--- src/rtl/syn_fft_sched.sv ---
// syn_fft_sched: stage/butterfly sequencer for a radix-2 in-place DIT FFT.
// Optional SYN_FFT_SCHED_PERF_EN adds a saturating stall_cnt output.
module syn_fft_sched #(
    parameter int P_LOG2N    = 5,
    parameter int P_SAMPLE_W = 32,
    parameter int P_TWDL_W   = 10,
    parameter int P_Q_DEPTH  = 8
) (
    input  logic                      clk_ir,
    input  logic                      rst_ir,
    input  logic                      start,
    output logic                      busy,
    output logic                      done,
    output logic                      ram_rd_en,
    output logic [P_LOG2N-1:0]        ram_rd_addr,
    input  logic [2*P_SAMPLE_W-1:0]   ram_rd_data,
    output logic                      ram_wr_en,
    output logic [P_LOG2N-1:0]        ram_wr_addr,
    output logic [2*P_SAMPLE_W-1:0]   ram_wr_data,
    output logic [P_LOG2N-2:0]        twdl_addr,
    input  logic [2*P_TWDL_W-1:0]     twdl_data,
    output logic [2*P_SAMPLE_W-1:0]   but_sample_a,
    output logic [2*P_SAMPLE_W-1:0]   but_sample_b,
    output logic [2*P_TWDL_W-1:0]     but_twdl,
    output logic                      but_sample_rdy,
    input  logic [2*P_SAMPLE_W-1:0]   but_res,
    input  logic                      but_res_rdy,
    output logic                      q_err
`ifdef SYN_FFT_SCHED_PERF_EN
    ,
    output logic [15:0]               stall_cnt
`endif
);

    localparam int SW = $clog2(P_LOG2N + 1);
    localparam int QW = $clog2(P_Q_DEPTH);
    localparam int DW = 2 * P_SAMPLE_W;

    typedef enum logic [2:0] {
        S_IDLE,
        S_ISSUE_A,
        S_ISSUE_B,
        S_DRAIN,
        S_DONE
    } state_t;

    state_t              state_q, state_d;
    logic [SW-1:0]       stage_q, stage_d;
    logic [P_LOG2N-2:0]  k_q, k_d;

    logic [P_LOG2N-1:0]  k_ext, half, pos, addr_a, addr_b;
    logic [P_LOG2N-2:0]  addr_t;
    logic                last_stage;

    logic [P_LOG2N-1:0]  qa_q [P_Q_DEPTH];
    logic [P_LOG2N-1:0]  qb_q [P_Q_DEPTH];
    logic [QW-1:0]       wr_ptr_q, rd_ptr_q;
    logic [QW:0]         cnt_q;
    logic                toggle_q;
    logic                q_full, q_empty, push, pop;

    logic                iss_b_q;
    logic [DW-1:0]       hold_a_q, samp_a_q, samp_b_q, wr_data_q;
    logic [2*P_TWDL_W-1:0] twdl_q;
    logic                samp_rdy_q, wr_en_q, q_err_q;
    logic [P_LOG2N-1:0]  wr_addr_q;

    // Butterfly k of stage s pairs A and A+2^s; twiddle index scales pos up to the N/2 grid.
    assign k_ext      = {1'b0, k_q};
    assign half       = P_LOG2N'(1) << stage_q;
    assign pos        = k_ext & (half - P_LOG2N'(1));
    assign addr_a     = ((k_ext >> stage_q) << (stage_q + SW'(1))) | pos;
    assign addr_b     = addr_a | half;
    assign addr_t     = pos[P_LOG2N-2:0] << (SW'(P_LOG2N - 1) - stage_q);
    assign last_stage = (stage_q == SW'(P_LOG2N - 1));

    assign q_full  = (cnt_q == (QW+1)'(P_Q_DEPTH));
    assign q_empty = (cnt_q == '0);
    assign push    = (state_q == S_ISSUE_B);
    assign pop     = but_res_rdy && !q_empty && toggle_q;

    always_ff @(posedge clk_ir or posedge rst_ir) begin
        if (rst_ir) begin
            state_q <= S_IDLE;
            stage_q <= '0;
            k_q     <= '0;
        end else begin
            state_q <= state_d;
            stage_q <= stage_d;
            k_q     <= k_d;
        end
    end

    always_comb begin
        state_d = state_q;
        stage_d = stage_q;
        k_d     = k_q;
        case (state_q)
            S_IDLE: begin
                if (start) begin
                    state_d = S_ISSUE_A;
                    stage_d = '0;
                    k_d     = '0;
                end
            end
            S_ISSUE_A: begin
                if (!q_full) state_d = S_ISSUE_B;
            end
            S_ISSUE_B: begin
                if (k_q == '1) begin
                    k_d     = '0;
                    state_d = S_DRAIN;
                end else begin
                    k_d     = k_q + 1'b1;
                    state_d = S_ISSUE_A;
                end
            end
            S_DRAIN: begin
                if (q_empty && !wr_en_q) begin
                    if (last_stage) begin
                        state_d = S_DONE;
                    end else begin
                        stage_d = stage_q + SW'(1);
                        state_d = S_ISSUE_A;
                    end
                end
            end
            S_DONE:  state_d = S_IDLE;
            default: state_d = S_IDLE;
        endcase
    end

    always_comb begin
        busy        = (state_q != S_IDLE);
        done        = (state_q == S_DONE);
        ram_rd_en   = 1'b0;
        ram_rd_addr = '0;
        twdl_addr   = '0;
        case (state_q)
            S_ISSUE_A: begin
                if (!q_full) begin
                    ram_rd_en   = 1'b1;
                    ram_rd_addr = addr_a;
                end
            end
            S_ISSUE_B: begin
                ram_rd_en   = 1'b1;
                ram_rd_addr = addr_b;
                twdl_addr   = addr_t;
            end
            default: ;
        endcase
    end

    // A data arrives during ISSUE_B; B data and twiddle arrive the cycle after.
    always_ff @(posedge clk_ir or posedge rst_ir) begin
        if (rst_ir) begin
            iss_b_q    <= 1'b0;
            hold_a_q   <= '0;
            samp_a_q   <= '0;
            samp_b_q   <= '0;
            twdl_q     <= '0;
            samp_rdy_q <= 1'b0;
        end else begin
            iss_b_q    <= (state_q == S_ISSUE_B);
            samp_rdy_q <= iss_b_q;
            if (state_q == S_ISSUE_B) hold_a_q <= ram_rd_data;
            if (iss_b_q) begin
                samp_a_q <= hold_a_q;
                samp_b_q <= ram_rd_data;
                twdl_q   <= twdl_data;
            end
        end
    end

    always_ff @(posedge clk_ir or posedge rst_ir) begin
        if (rst_ir) begin
            for (int unsigned i = 0; i < P_Q_DEPTH; i++) begin
                qa_q[i] <= '0;
                qb_q[i] <= '0;
            end
            wr_ptr_q  <= '0;
            rd_ptr_q  <= '0;
            cnt_q     <= '0;
            toggle_q  <= 1'b0;
            wr_en_q   <= 1'b0;
            wr_addr_q <= '0;
            wr_data_q <= '0;
            q_err_q   <= 1'b0;
        end else begin
            wr_en_q <= 1'b0;
            if (push) begin
                qa_q[wr_ptr_q] <= addr_a;
                qb_q[wr_ptr_q] <= addr_b;
                wr_ptr_q       <= wr_ptr_q + 1'b1;
            end
            if (but_res_rdy) begin
                if (q_empty) begin
                    q_err_q <= 1'b1;
                end else begin
                    wr_en_q   <= 1'b1;
                    wr_data_q <= but_res;
                    wr_addr_q <= toggle_q ? qb_q[rd_ptr_q] : qa_q[rd_ptr_q];
                    toggle_q  <= !toggle_q;
                    if (toggle_q) rd_ptr_q <= rd_ptr_q + 1'b1;
                end
            end
            case ({push, pop})
                2'b10:   cnt_q <= cnt_q + 1'b1;
                2'b01:   cnt_q <= cnt_q - 1'b1;
                default: cnt_q <= cnt_q;
            endcase
        end
    end

    assign but_sample_a   = samp_a_q;
    assign but_sample_b   = samp_b_q;
    assign but_twdl       = twdl_q;
    assign but_sample_rdy = samp_rdy_q;
    assign ram_wr_en      = wr_en_q;
    assign ram_wr_addr    = wr_addr_q;
    assign ram_wr_data    = wr_data_q;
    assign q_err          = q_err_q;

`ifdef SYN_FFT_SCHED_PERF_EN
    logic [15:0] stall_q;

    always_ff @(posedge clk_ir or posedge rst_ir) begin
        if (rst_ir) begin
            stall_q <= '0;
        end else if (state_q == S_IDLE && start) begin
            stall_q <= '0;
        end else if (((state_q == S_ISSUE_A && q_full) || state_q == S_DRAIN) && stall_q != '1) begin
            stall_q <= stall_q + 16'd1;
        end
    end

    assign stall_cnt = stall_q;
`endif

endmodule

--- config.mk ---
export PLATFORM = sky130hd
export DESIGN_NAME = syn_fft_sched
export DESIGN_NICKNAME = d
export VERILOG_FILES = /design/src/rtl/syn_fft_sched.sv
export SDC_FILE = /design/constraint.sdc
export NUM_CORES = 1
export LEC_CHECK = 0
export ABC_AREA = 1
export CORE_ASPECT_RATIO = 0.9
export CORE_UTILIZATION = 50
export DETAILED_ROUTE_END_ITERATION = 8
export PLACE_DENSITY = 0.8
export REMOVE_ABC_BUFFERS = 1
export SLEW_MARGIN = 20
export SYNTH_ARGS = -nofsm -noshare
export SYNTH_HDL_FRONTEND = slang
export SYNTH_SLANG_ARGS = --single-unit
export TNS_END_PERCENT = 10
--- constraint.sdc ---
create_clock -name clk_ir -period 17.03 [get_ports clk_ir]
set_input_delay 5.109 -clock clk_ir [delete_from_list [all_inputs] [get_ports clk_ir]]
set_output_delay 5.109 -clock clk_ir [all_outputs]
set_load 0.05 [all_outputs]
==> metrics.md <==
| Metric | Value |
|---|---|
| Crit Path Class | reg2out |
| Num Clock Sinks | 386 |
| Ys async rst share | 100% |
| Seq cells post-synth | 386 |
| EDFF count, synth | 0 |
| CTS Buf Count | 40 |
| Post-route cell area | 21800 sq um |
| Clk pwr share | 18.5% |
| Wire per inst | 17.5 um |
| Core area | 32000 sq um |
| Maxcap violations | 0 |
| Synth cell types | 41 |
| Clock Latency Late Sink | 0.55 ns |
| Status | completed |
| Vias in the first global route | 13000 |
| Violation count after the first detailed-routing iteration | 991 |
| Switching portion of total power | 46.2% |
| Post-placement cell area | 20300 sq um |
| Clock skew | 0.0336 ns |
| Reg2Reg Setup Slack | 14.02 ns |
| Die Area | 33300 sq um |
| Initial Utilization | 51.0% |
| Final wirelength | 42800 um |
| Die Ht | 173 um |
| Sum Neg Setup Slack | 0 ns |
| Bufs and invs on worst path | 3 |
| Largest net degree at the start of global routing | 179 |
| IO buf count | 383 |
| Fin. Hold Viols | 0 |
| Overall Global Routing Usage | 25.9% |
| Slew Limit Fails | 0 |
| Min Tclk post-route | 8.92 ns |
| Layout cells sized above 1 | 11.2% |
| Post-synth top flop | dfrtp_1 |
| CTS clock-pin slew for the worst setup and hold paths | 0.07 ns |
| TritonCTS clock tree | yes |
| Top cells by area, synth | dfrtp_1, nand2_1, mux2_2 |
| CP max FO | 15 |
| Worst vdd ir | 0.000185 V |
| Count leader, synth | nand2_1 |
| Cell Pwr Density | 235 nW/um^2 |
| Via count | 12700 |
| Pre-CTS setup slack | 8.72 ns |
| Relative slew slack | 30.0% |
| Mapped Cells | 1648 |
| CP max stage cell | clkdlybuf4s50_1 |
| End of the critical path | twdl_addr[3] |
| Leak | 10.3 nW |
| Critical path, cell by cell | inv_2 > ha_1 > ha_1 > inv_1 > nand2_1 > nor2_1 > a31oi_1 > nand2_1 > o21ai_0 > nor2_1 > clkdlybuf4s50_1 |
| RSZ-0062 raised after global routing | no |
| Comb pwr share | 50.0% |
| Commonest cells post-synth | nand2_1, dfrtp_1, inv_1, o21ai_0, nor2_1 |
| Setup violations, final | 0 |
| Crit path DAT | 3.81 ns |
| Initial antenna violation count | 0 |
| Std cell rows | 62 |
| Max Clk Rate | 112 MHz |
| Max Root-Sink Buffers | 3 |
| Crit path max-delay family | buffers and inverters |
| Syn avg cell area | 9.89 sq um |
| FF-to-FF Start | iss_b_q |
| Area Overhead vs Synth | 33.6% |
| First-pass GRT wire length | 68000 um |
| Hold-fix buffers at CTS | 0 |
| Sequential power share | 31.5% |
| Die W | 192 um |
| Buffers inserted by post-CTS timing repair | 0 |
| Hold Crit Class | reg2reg |
| Ys Warns | 0 |
| GP Congestion | 0.849 |
| Crit end category | primary output |
| Psw | 2.37 mW |
| Antenna Cells | 0 |
| Worst Hold Launch | ram_wr_data[36] |
| Setup crit start kind | flop |
| Crit. Startpoint | stage_q[0] |
| Area leader, netlist | dfrtp_1 |
| Peak per-stage delay on the critical path | 0.80 ns |
| Data required, critical path | 11.92 ns |
| Final nets | 2168 |
| R2r endpoint | but_twdl[17] |
| Total gr overflow | 0 |
| Resize count post-CTS | 0 |
| Root Buffer | clkbuf_16 |
| Residual DRC | 0 |
| DRT Pass-1 Iters | 5 |
| Vias per cell | 5.19 |
| Routed Antenna Nets | 0 |
| Fillers | 2383 |
| I/O pins | 384 |
| Post-layout power | 5.13 mW |
| DPL Wire Length | 28400 um |
| H-tree levels | 2 |
| Mapped cell area | 16300 sq um |
| PnR worst setup slack | 8.11 ns |
| Worst slew pin tran | 1.05 ns |
| Cell count of the worst reg-to-reg path | 3 |
| Crit path depth | 11 |
| Seq/Total Area, Yosys | 59.2% |
| Period utilization | 52.4% |
| P_int | 2.76 mW |
| Area share of the largest cell type after synthesis | 59.2% |
per-layer routing:
metal  share of wire, %  track usage, %  routed length (um)
met5                  0               0                   0
met4                3.2            8.89                1350
met3                9.8            9.43                4190
met2                 48            42.2               20700
met1                 39            31.7               16600
cell usage in the layout, fill, tap and decap left out, drive strengths merged, types with 8 or more instances in the layout:
cell and n:
inv 144, nor2 128, buf 8, o21ai 142, a31oi 9, nand3 50, a21oi 84, nand2 481
ha 13, clkbuf 58, o211ai 22, mux2 86, dfrtp 386, clkdlybuf4s50 383
state kept, by name, indices dropped and copies added (netlist names), 5 cells and up:
name / count
ram_wr_addr: 5
qb_q: 40
but_twdl: 20
qa_q: 40
ram_wr_data: 64
hold_a_q: 64
but_sample_b: 64
but_sample_a: 64
cell families after synthesis:
logic type / after synthesis / share of synthesized area [%]
simple gates: 669 / 18.6
flops: 386 / 59.2
compound gates: 262 / 8.61
buf+inv: 222 / 6.05
mux: 87 / 6.00
fa+ha+maj: 14 / 1.12
xor+xnor: 8 / 0.430
area by class of cell:
type                            count  area (sq um)  area share (%)
Multi-Input combinational cell   1040          5670            26.0
Timing Repair Buffer              391          3930            18.0
Inverter                          143           553            2.54
Tap cell                          416           520            2.39
Sequential cell                   386          9670            44.4
Clock buffer                       58          1190            5.45
Clock inverter                     15           270            1.24
worst register-to-register path: cells and delay by family, from the launching register on:
family   cells  cell delay (ns)
mux          1             0.42
buf+inv      2             1.44
flops        1             1.06
worst min-delay path by stage:
| stage | to | depth (start not counted) | slack (ns) |
|---|---|---|---|
| after floorplan | qa_q[18] | 2 | 0.44 |
| after CTS | qb_q[7] | 2 | 0.48 |
| final | ram_wr_data[36] | 2 | 0.47 |
| after detailed placement | qb_q[7] | 2 | 0.46 |
| after global placement | qa_q[38] | 2 | 0.46 |
| after global routing | ram_wr_data[32] | 2 | 0.49 |
power by group through the flow:
stage,logic (mW),registers [mW],clock network (mW)
global placement,2.50,1.60,0
floorplan,0.933,2.39,0
detailed placement,2.55,1.62,0
finish,2.57,1.62,0.948
global route,2.74,1.67,1.00
CTS,2.57,1.61,0.965
stage by stage:
stage / util, % / instances / hold WS [ns]
after floorplan: - / 1569 / 0.444
after global placement: 63.5 / 2375 / 0.457
after detailed placement: 63.5 / 2375 / 0.460
after CTS: 68.1 / 2448 / 0.477
after global routing: 68.2 / 2449 / 0.493
final: 68.2 / 2449 / 0.474
Note: power is estimated with default switching activity, not from simulation.
